**src/rtl/counter_mod.sv**
```systemverilog
// rtl/counter_mod.sv - parametrised modulo up/down counter with load, terminal-count pulse and sticky overflow
module counter_mod #(
    parameter int WIDTH   = 11,
    parameter int MAX     = 4,
    parameter int K       = 1,
    parameter int WRAP_UP = 0,
    parameter int WRAP_DN = MAX,
    parameter int EDGE    = 0
) (
    input  logic             CLKB,
    input  logic             rst_n,
    input  logic             en,
    input  logic             clr,
    input  logic             load,
    input  logic [WIDTH-1:0] load_val,
    input  logic             up,
    input  logic             sig,
    output logic [WIDTH-1:0] cnt,
    output logic             full,
    output logic             empty,
    output logic             tc,
    output logic             ovf
);

    if (WIDTH < 1 || WIDTH > 31) begin : g_bad_width
        $fatal(1, "counter_mod: WIDTH must be in 1..31");
    end
    if (MAX < 1 || longint'(MAX) > ((longint'(1) << WIDTH) - 1)) begin : g_bad_max
        $fatal(1, "counter_mod: MAX must be in 1..2^WIDTH-1");
    end
    if (K < 1 || K > MAX) begin : g_bad_k
        $fatal(1, "counter_mod: K must be in 1..MAX");
    end
    if (WRAP_UP < 0 || WRAP_UP > MAX || WRAP_DN < 0 || WRAP_DN > MAX) begin : g_bad_wrap
        $fatal(1, "counter_mod: WRAP_UP and WRAP_DN must be in 0..MAX");
    end

    localparam logic [WIDTH-1:0] MAX_W     = WIDTH'(MAX);
    localparam logic [WIDTH-1:0] K_W       = WIDTH'(K);
    localparam logic [WIDTH:0]   MAX_X     = (WIDTH+1)'(MAX);
    localparam logic [WIDTH:0]   K_X       = (WIDTH+1)'(K);
    localparam logic [WIDTH-1:0] WRAP_UP_W = WIDTH'(WRAP_UP);
    localparam logic [WIDTH-1:0] WRAP_DN_W = WIDTH'(WRAP_DN);

    logic             sig_d;
    logic             q;
    logic             step;
    logic [WIDTH:0]   sum;
    logic [WIDTH-1:0] load_clamped;

    assign q            = (EDGE != 0) ? (sig & ~sig_d) : sig;
    assign step         = en & q;
    // One extra bit so cnt+K cannot alias back below MAX before the compare.
    assign sum          = {1'b0, cnt} + K_X;
    assign load_clamped = (load_val > MAX_W) ? MAX_W : load_val;

    assign full  = (cnt == MAX_W);
    assign empty = (cnt == '0);

    always_ff @(posedge CLKB or negedge rst_n) begin
        if (!rst_n) begin
            cnt   <= '0;
            tc    <= 1'b0;
            ovf   <= 1'b0;
            sig_d <= 1'b0;
        end else begin
            sig_d <= sig;
            tc    <= 1'b0;
            if (clr) begin
                cnt <= '0;
                ovf <= 1'b0;
            end else if (load) begin
                cnt <= load_clamped;
            end else if (step) begin
                if (up) begin
                    if (sum <= MAX_X) begin
                        cnt <= sum[WIDTH-1:0];
                    end else begin
                        cnt <= WRAP_UP_W;
                        tc  <= 1'b1;
                        ovf <= 1'b1;
                    end
                end else begin
                    if (cnt >= K_W) begin
                        cnt <= cnt - K_W;
                    end else begin
                        cnt <= WRAP_DN_W;
                        tc  <= 1'b1;
                        ovf <= 1'b1;
                    end
                end
            end
        end
    end

endmodule

```
**config.mk**
```make
export PLATFORM = sky130hd
export DESIGN_NAME = counter_mod
export DESIGN_NICKNAME = d
export VERILOG_FILES = /design/src/rtl/counter_mod.sv
export SDC_FILE = /design/constraint.sdc
export NUM_CORES = 1
export LEC_CHECK = 0
export ABC_AREA = 1
export CELL_PAD_IN_SITES_DETAIL_PLACEMENT = 1
export CELL_PAD_IN_SITES_GLOBAL_PLACEMENT = 1
export CORE_ASPECT_RATIO = 1.75
export CORE_MARGIN = 10
export CORE_UTILIZATION = 34
export DETAILED_ROUTE_END_ITERATION = 10
export GPL_TIMING_DRIVEN = 0
export PLACE_DENSITY = 0.84
export SLEW_MARGIN = 20
export SYNTH_ARGS = -nofsm -noshare
export SYNTH_HDL_FRONTEND = slang
export SYNTH_SLANG_ARGS = --single-unit
```
**constraint.sdc**
```tcl
create_clock -name CLKB -period 2 [get_ports CLKB]
set_input_delay 0.2 -clock CLKB [delete_from_list [all_inputs] [get_ports CLKB]]
set_output_delay 0.2 -clock CLKB [all_outputs]
set_load 0.01 [all_outputs]
```
==> impl_results.md, run 1 <==
- Part of the power in registers: 0.318
- Number of distinct library cells after synthesis: 30
- Residual DRC: 0
- Power Dens Cells: 560 nW/um^2
- Count of vias placed by the detailed router: 1391
- TritonCTS clock tree: done
- Share of the synthesized area in compound gates (AO/OA/AOI/OAI): 0.0948
- Period minus WS final: 1900 ps
- Die outline height: 101 um
- Xor and xnor area share after synthesis: 0.0622
- Cell at the slowest stage of the critical path: dfrtp_1
- Slew at the pin closest to its max-slew limit: 623 ps
- Net count after synthesis: 203
- Filler cell count: 473
- Clock tree buffer depth: 2
- Multiplexer share of the synthesized area: 0
- Share of final-layout standard cells stronger than drive strength 1: 0.197
- Type of the worst min-delay path: primary input to flip-flop
- Initial core utilization: 0.349
- CP Launch Point: cnt[4]$_DFFE_PN0P_
- Core occupancy in the finished layout: 0.471
- Reg2Reg Setup Slack: 100 ps
- Clock latency reported for the late side of the worst-skew pair: 250 ps
- Final Cycle Share: 0.952
- Max-slew violation count: 0
- Total wire length after detailed routing: 4.25 mm
- Arr. time, crit path: 1700 ps
- # port buffers: 31
- Post-synthesis share of cell area spent on and, or, nand and nor gates: 0.438
- Register area: 328 sq um
- Remaining antenna violation count after routing: 0
- Post-DR wirelength/cell: 16.1 um
- Reported max-cap violation count: 0
- Aggregate global-route resource usage: 0.125
- Relative slew slack: 0.583
- Warning count from the yosys run: 0
- Adder-Cell Fraction of Synth Area: 0.0395
- Dominant combinational cell family by area after synthesis: simple AND/OR/NAND/NOR gates
- Critical-path cell list: buf_4, inv_1, nand2_2, nor2_1, nand3_1, nor3_1, dlygate4sd2_1
- Outcome: finished clean
- Final Net Count: 241
- Pin count of the biggest net entering global routing: 14
- RePlAce Congestion: 0.783
- Number of levels in the clock H-tree: 1
- Startpoint Class: flip-flop
- Hold Vio Cnt, Final: 0
- Worst clock skew: 0.673 ps
- Startpoint of the worst register-to-register path: cnt[0]$_DFFE_PN0P_
- Leakage: 0.780 nW
- Die area: 6670 sq um
- Combinational share of power: 0.428
- Total half-perimeter wirelength after legalization and detailed placement: 3.42 mm
- Maximum ir drop on the vdd rail: 0.327 mV
- Initial drt markers: 25
- Standard-cell row count: 29
- Number of failing setup endpoints in the final timing report: 0
- Core region area: 3630 sq um
- Unrepaired setup endpoints after global routing: yes
- Portion of the post-synthesis area used by sequential elements: 0.257
- Congestion Overflow GR: 0
- Min-Delay Startpoint: load
- Initial antenna violation count: 0
- Setup TNS after final layout: 0 ps
- Most common library cell in the layout ignoring fill and taps: nand2_1
- Num Clock Sinks: 13
- Internal power contribution: 0.000599 W
- Die Width: 66.2 um
- Number of iterations in the first detailed-routing pass: 2
- Switching share of total power: 0.375
- Delay of the slowest cell on the worst path: 380 ps
- Number of synthesized register bits: 13
- Routed via count divided by cell count: 5.27
- Sw power: 0.000359 W
- Root buffer cell: clkbuf_8
- Mapped cell area: 1270 sq um
- Synth-to-Final Area Change: 34.9%
- TritonCTS Buffers: 3
- Area of the multi-input gates: 820 sq um
- Setup Crit Path Kind: flip-flop to primary output
- Fmax: 0.525 GHz
- Clock slew seen by the registers of the worst setup and hold paths: 60 ps
- Global-route wire length before repair: 6.60 mm
- Vias in the first global route: 1413
- Largest fanout of any net on the critical path: 7
- Worst Setup End Kind: primary output
- Post-layout total power: 0.000958 W
- Synthesized area per cell: 7.00 sq um
- Required time of the worst setup path: 1800 ps
- Number of primary I/O pins: 33
- Clk pwr share: 0.253
- # diodes: 0
- Commonest non-fill, non-tap cells in the layout: 45 x nand2_1, 29 x clkdlybuf4s50_1, 18 x inv_1, 16 x nand3_1, 13 x nor2_1
- Number of instances in the synthesized netlist: 181
[worst paths after layout]
check | cells after the start | endpoint
setup / recovery | 7 | full
max in group asynchronous | 1 | cnt[1]$_DFFE_PN0P_
min in group asynchronous | 1 | cnt[2]$_DFFE_PN0P_
hold reg to reg | 2 | ovf$_DFFE_PN0P_
hold / removal | 2 | cnt[6]$_DFFE_PN0P_
setup reg to reg | 9 | cnt[10]$_DFFE_PN0P_
[critical path: cells and delay by family (launching register included)]
kind / cells / cell delay (ps)
buf+inv: 3 / 560
simple gates: 4 / 510
flops: 1 / 380
[power by group through the flow]
| stage | logic [W] | clock network (W) | registers [W] |
|---|---|---|---|
| 6_report | 0.000411 | 0.000242 | 0.000305 |
| 5_1_grt | 0.000449 | 0.000261 | 0.000308 |
| 3_3_place_gp | 0.000396 | 0 | 0.000307 |
| 3_5_place_dp | 0.000405 | 0 | 0.000308 |
| 2_1_floorplan | 0.000242 | 0 | 0.000312 |
| 4_1_cts | 0.000401 | 0.000244 | 0.000304 |
[cell families (layout without fill, tap and decap cells)]
group | after synthesis | after routing
fa+ha+maj | 4 | 4
xor+xnor | 9 | 9
buf+inv | 31 | 68
simple gates | 106 | 106
compound gates | 18 | 18
flops | 13 | 13
[area by class of cell]
class	count	share of cell area
Multi-Input combinational cell	137	0.479
Sequential cell	13	0.192
Timing Repair Buffer	33	0.189
Inverter	25	0.0549
Tap cell	46	0.0337
Clock buffer	4	0.0263
Buffer	6	0.0256
[registers in the layout (all words and copies together) (netlist names)]
signal  flops
cnt        11
tc          1
ovf         1
[repair_timing]
| item | in CTS | in global routing |
|---|---|---|
| resized for setup | 2 | 5 |
| endpoints found under the hold margin | 0 | 0 |
| hold buffers | 0 | 0 |
| pin swaps | 0 | 1 |
| buffers inserted | 0 | 2 |
| setup endpoints to repair | 2 | 5 |
[synth_stat cells (all sizes together)]
| library cell | count | share of area |
|---|---|---|
| o21ai | 8 | 0.032 |
| xnor2 | 1 | 0.0069 |
| nand4 | 5 | 0.025 |
| nor3 | 4 | 0.029 |
| nor4 | 2 | 0.0099 |
| dfrtp | 13 | 0.26 |
| o41ai | 2 | 0.026 |
| o211ai | 1 | 0.0059 |
| a21oi | 3 | 0.012 |
| buf | 6 | 0.035 |
| nand3b | 2 | 0.012 |
| xor2 | 8 | 0.055 |
| inv | 25 | 0.074 |
| o22ai | 4 | 0.020 |
| and2 | 1 | 0.0049 |
| nand3 | 19 | 0.087 |
| nand2 | 51 | 0.17 |
| nor2 | 22 | 0.10 |
| ha | 4 | 0.039 |
[per-stage QoR]
| stage | instances | area (sq um) | setup WS (ps) | hold slack, ps |
|---|---|---|---|---|
| floorplan | 181 | 1270 | 379 | -95.6 |
| global placement | 258 | 1640 | 108 | 467 |
| detailed placement | 258 | 1640 | 81.6 | 472 |
| CTS | 262 | 1680 | 81.2 | 217 |
| global route | 264 | 1710 | -11.0 | 221 |
| finish | 264 | 1710 | 95.2 | 214 |
[layer usage]
layer | track usage | vias up | part of all wire
met4 | 0.0551 | 0 | 0.020
met1 | 0.111 | 689 | 0.33
li1 | - | 660 | -
met2 | 0.251 | 33 | 0.60
met3 | 0.0234 | 9 | 0.043
met5 | 0 | - | 0
(Power assumes the default switching activity.)
==> run 2, diff against run 1 <==
clock period = 2.1 ns   (was 2 ns; I/O delays follow)
==> run 2 against run 1 <==
Register-to-register slack gained 150 ps. Clock skew is essentially flat. Clock-buffer cell count is the same. Power shrank 5.9%. First-iteration DRC count grew 16%. Critical endpoint unchanged. Highest routed layer unchanged.
==> impl_results.md, run 2 (synthesized netlist as in run 1, its figures left out) <==
- Outcome: finished clean
- Required time of the worst setup path: 1890 ps
- Worst clock skew: 0.492 ps
- Relative slew slack: 0.588
- RePlAce Congestion: 0.783
- Combinational share of power: 0.422
- Post-DR wirelength/cell: 15.7 um
- Maximum ir drop on the vdd rail: 0.305 mV
- Type of the worst min-delay path: primary input to flip-flop
- Slew at the pin closest to its max-slew limit: 615 ps
- Residual DRC: 0
- Register area: 328 sq um
- Largest registers: cnt x11, ovf x1, tc x1
- Vias in the first global route: 1413
- Non-filler cells in the finished layout: 262
- Top reg by flops: cnt
- Pin count of the biggest net entering global routing: 14
- Number of flip-flops under the largest register name: 11
- Initial drt markers: 29
- Leakage: 0.769 nW
- Synth-to-Final Area Change: 32.8%
- Count of vias placed by the detailed router: 1350
- Unrepaired setup endpoints after global routing: no
- Clock latency reported for the late side of the worst-skew pair: 250 ps
- Number of primary I/O pins: 33
- Max-slew violation count: 0
- Setup TNS after final layout: 0 ps
- # port buffers: 31
- Sw power: 0.000337 W
- Num Clock Sinks: 13
- Final Cycle Share: 0.905
- # diodes: 0
- Largest fanout of any net on the critical path: 7
- Root buffer cell: clkbuf_8
- Area of the multi-input gates: 807 sq um
- Hold bufs inserted after CTS: 0
- Standard-cell row count: 29
- Switching share of total power: 0.373
- Clk pwr share: 0.257
- Worst Setup End Kind: primary output
- Number of failing setup endpoints in the final timing report: 0
- Internal power contribution: 0.000565 W
- Aggregate global-route resource usage: 0.125
- Die outline height: 101 um
- Power Dens Cells: 536 nW/um^2
- Hold Vio Cnt, Final: 0
- Number of levels in the clock H-tree: 1
- Number of iterations in the first detailed-routing pass: 4
- Most common library cell in the layout ignoring fill and taps: nand2_1
- Period minus WS final: 1900 ps
- Die area: 6670 sq um
- Share of final-layout standard cells stronger than drive strength 1: 0.185
- Routed via count divided by cell count: 5.15
- Arr. time, crit path: 1690 ps
- TritonCTS clock tree: done
- Die Width: 66.2 um
- Total wire length after detailed routing: 4.11 mm
- TritonCTS Buffers: 3
- Total half-perimeter wirelength after legalization and detailed placement: 3.42 mm
- Initial core utilization: 0.349
- Reported max-cap violation count: 0
- Fmax: 0.526 GHz
- Initial antenna violation count: 0
- Remaining antenna violation count after routing: 0
- Commonest non-fill, non-tap cells in the layout: 45 x nand2_1, 29 x clkdlybuf4s50_1, 18 x inv_1, 16 x nand3_1, 14 x nor2_1
- Core region area: 3630 sq um
- Filler cell count: 476
- Startpoint Class: flip-flop
- Congestion Overflow GR: 0
- Clock slew seen by the registers of the worst setup and hold paths: 60 ps
- Part of the power in registers: 0.321
- Cells after DPL: 258
- Global-route wire length before repair: 6.60 mm
- Setup Crit Path Kind: flip-flop to primary output
- Final Net Count: 239
- Clock tree buffer depth: 2
## run 2: final cells by class
type,count,share of cell area
buffer,6,0.0260
clock buffer,4,0.0268
inverter,25,0.0558
multi-input combinational,137,0.480
sequential,13,0.195
tap,46,0.0342
timing repair buffer,31,0.183
## run 2: final timing paths
| kind | from | endpoint | slack [ps] | depth (start not counted) |
|---|---|---|---|---|
| worst max-delay path | cnt[4]$_DFFE_PN0P_ | full | 200 | 7 |
| worst min-delay path | load | cnt[6]$_DFFE_PN0P_ | 220 | 2 |
| worst max register to register | cnt[1]$_DFFE_PN0P_ | cnt[10]$_DFFE_PN0P_ | 250 | 8 |
| worst min register to register | ovf$_DFFE_PN0P_ | ovf$_DFFE_PN0P_ | 520 | 2 |
| max in group asynchronous | rst_n | cnt[0]$_DFFE_PN0P_ | 1320 | 1 |
| min in group asynchronous | rst_n | cnt[2]$_DFFE_PN0P_ | 350 | 1 |
## run 2: what timing repair did
action                     4_1_cts  5_1_grt
setup endpoints to repair        2        2
setup buffers                    0        0
resized for setup                2        3
## run 2: worst max-delay path, stage by stage, from the launching register on
cell           delay (ps)
dfrtp_1               380
buf_4                 180
inv_1                  90
nand2_2                90
nor2_1                150
nand3_1               120
nor3_1                140
dlygate4sd2_1         290
## run 2: layer usage
layer,GRT usage,part of all wire,vias up
li1,-,-,654
met5,0,0,-
met3,0.0234,0.043,9
met1,0.111,0.34,658
met4,0.0551,0.021,0
met2,0.251,0.60,29
## run 2: per-stage QoR
step	total power, W	area (sq um)	util	setup slack (ps)	hold slack [ps]
after global routing	0.000958	1680	0.464	54.9	231
after detailed placement	0.000679	1640	0.451	172	482
after global placement	0.000670	1640	0.451	198	477
final	0.000902	1680	0.464	200	222
after CTS	0.000903	1680	0.462	181	227
after floorplan	0.000527	1270	-	479	-85.6
## run 2: power groups by stage
stage	Sequential [W]	Clock, W	Combinational (W)
detailed placement	0.000293	0	0.000386
finish	0.000290	0.000231	0.000380
global route	0.000293	0.000249	0.000417
global placement	0.000293	0	0.000378
floorplan	0.000297	0	0.000230
CTS	0.000289	0.000232	0.000382
==> run 3, diff against run 2 <==
CORE_MARGIN = 2   (was 10)
==> run 3 against run 2 <==
Sequential cell count unchanged. Utilization is 0.43 points higher. Clock power is 3% higher. Die area decreased by 36%. Clock-buffer cell count shrank 1. Register-to-register slack worse by 30 ps. Power fell by 0.37%. Sequential share of layout area is 0.13 points lower. Critical endpoint unchanged. Largest power group unchanged.
==> impl_results.md, run 3 (synthesized netlist as in run 1, its figures left out) <==
- Die Width: 50.2 um
- Aggregate global-route resource usage: 0.196
- Pin count of the biggest net entering global routing: 14
- TritonCTS clock tree: done
- TritonCTS Buffers: 3
- Largest registers: cnt x11, ovf x1, tc x1
- Period minus WS final: 1880 ps
- Number of iterations in the first detailed-routing pass: 4
- Part of the power in registers: 0.320
- Internal power contribution: 0.000561 W
- Final Cycle Share: 0.897
- Number of gates resized after CTS: 2
- Routed via count divided by cell count: 5.14
- Sw power: 0.000337 W
- Number of failing setup endpoints in the final timing report: 0
- Reported max-cap violation count: 0
- # port buffers: 31
- Initial drt markers: 26
- Count of vias placed by the detailed router: 1346
- Hold Vio Cnt, Final: 0
- Worst clock skew: 5.32 ps
- Initial antenna violation count: 0
- Initial core utilization: 0.353
- Clock tree buffer depth: 2
- Vias in the first global route: 1456
- Number of levels in the clock H-tree: 1
- Final Net Count: 239
- Share of final-layout standard cells stronger than drive strength 1: 0.181
- Largest fanout of any net on the critical path: 7
- Number of flip-flops under the largest register name: 11
- RePlAce Congestion: 0.758
- Post-CTS setup buffer count: 0
- Slew at the pin closest to its max-slew limit: 645 ps
- Power Dens Cells: 534 nW/um^2
- Post-layout total power: 0.000898 W
- Hold bufs inserted after CTS: 0
- Most common library cell in the layout ignoring fill and taps: nand2_1
- Synth-to-Final Area Change: 32.7%
- Setup Crit Path Kind: flip-flop to primary output
- Total half-perimeter wirelength after legalization and detailed placement: 3.15 mm
- Setup TNS after final layout: 0 ps
- Type of the worst min-delay path: primary input to flip-flop
- Top reg by flops: cnt
- Clock latency reported for the late side of the worst-skew pair: 250 ps
- Number of primary I/O pins: 33
- Combinational share of power: 0.416
- Post-DR wirelength/cell: 14.2 um
- Startpoint Class: flip-flop
- Clk pwr share: 0.263
- Clock slew seen by the registers of the worst setup and hold paths: 60 ps
- Remaining antenna violation count after routing: 0
- Leakage: 0.774 nW
- Unrepaired setup endpoints after global routing: no
- Die outline height: 84.8 um
- Residual DRC: 0
- Maximum ir drop on the vdd rail: 0.336 mV
- Worst Setup End Kind: primary output
- # diodes: 0
- Root buffer cell: clkbuf_8
- Total wire length after detailed routing: 3.72 mm
- Commonest non-fill, non-tap cells in the layout: 45 x nand2_1, 29 x clkdlybuf4s50_1, 18 x inv_1, 16 x nand3_1, 14 x nor2_1
- Global-route wire length before repair: 6.38 mm
- Post-route worst hold slack: 215 ps
- Outcome: finished clean
- Standard-cell row count: 29
- Die area: 4250 sq um
- Switching share of total power: 0.375
- Arr. time, crit path: 1670 ps
- Num Clock Sinks: 13
- Required time of the worst setup path: 1890 ps
- Fmax: 0.531 GHz
- Congestion Overflow GR: 0
- Max-slew violation count: 0
- Core region area: 3590 sq um
- Relative slew slack: 0.568
## run 3: stage by stage
stage | area [sq um] | utilization | cells | setup WS [ps]
after floorplan | 1270 | - | 181 | 479
after global placement | 1640 | 0.455 | 258 | 209
after detailed placement | 1640 | 0.455 | 258 | 174
after CTS | 1680 | 0.467 | 262 | 141
after global routing | 1680 | 0.468 | 262 | 35.5
final | 1680 | 0.468 | 262 | 216
## run 3: final cells by class
type | count | area [sq um]
repair buffers | 31 | 308
inverters | 25 | 93.8
multi-input cells | 137 | 807
flip-flops and latches | 13 | 325
plain buffers | 6 | 43.8
fillers | 488 | 1910
clock inverters | 1 | 5.00
clock buffers | 3 | 41.3
well taps | 46 | 57.6
## run 3: critical path: stages (launching register included)
cell and delay (ps):
dfrtp_1 370, buf_4 170, inv_1 90, nand2_2 100, nor2_1 140, nand3_1 130, nor3_1 140, dlygate4sd2_1 280
## run 3: worst paths after layout
check                      slack [ps]                from  cells after the start                 end
hold reg to reg                   530     ovf$_DFFE_PN0P_                      2     ovf$_DFFE_PN0P_
min in group asynchronous         360               rst_n                      1  cnt[3]$_DFFE_PN0P_
max in group asynchronous        1330               rst_n                      1  cnt[7]$_DFFE_PN0P_
setup reg to reg                  220  cnt[0]$_DFFE_PN0P_                     13  cnt[0]$_DFFE_PN0P_
hold / removal                    210                load                      2  cnt[4]$_DFFE_PN0P_
setup / recovery                  220  cnt[4]$_DFFE_PN0P_                      7                full
## run 3: power groups by stage
stage / logic, W / registers [W] / clock network [W]
floorplan: 0.000230 / 0.000297 / 0
global placement: 0.000372 / 0.000292 / 0
detailed placement: 0.000380 / 0.000292 / 0
CTS: 0.000378 / 0.000288 / 0.000242
global route: 0.000413 / 0.000291 / 0.000254
finish: 0.000374 / 0.000288 / 0.000237
## run 3: metal layers
layer | track usage | vias to the layer above | part of all wire
met5 | 0 | - | 0
met4 | 0.0884 | 0 | 0.032
met3 | 0.0196 | 11 | 0.025
met2 | 0.404 | 33 | 0.61
met1 | 0.178 | 652 | 0.33
li1 | - | 650 | -
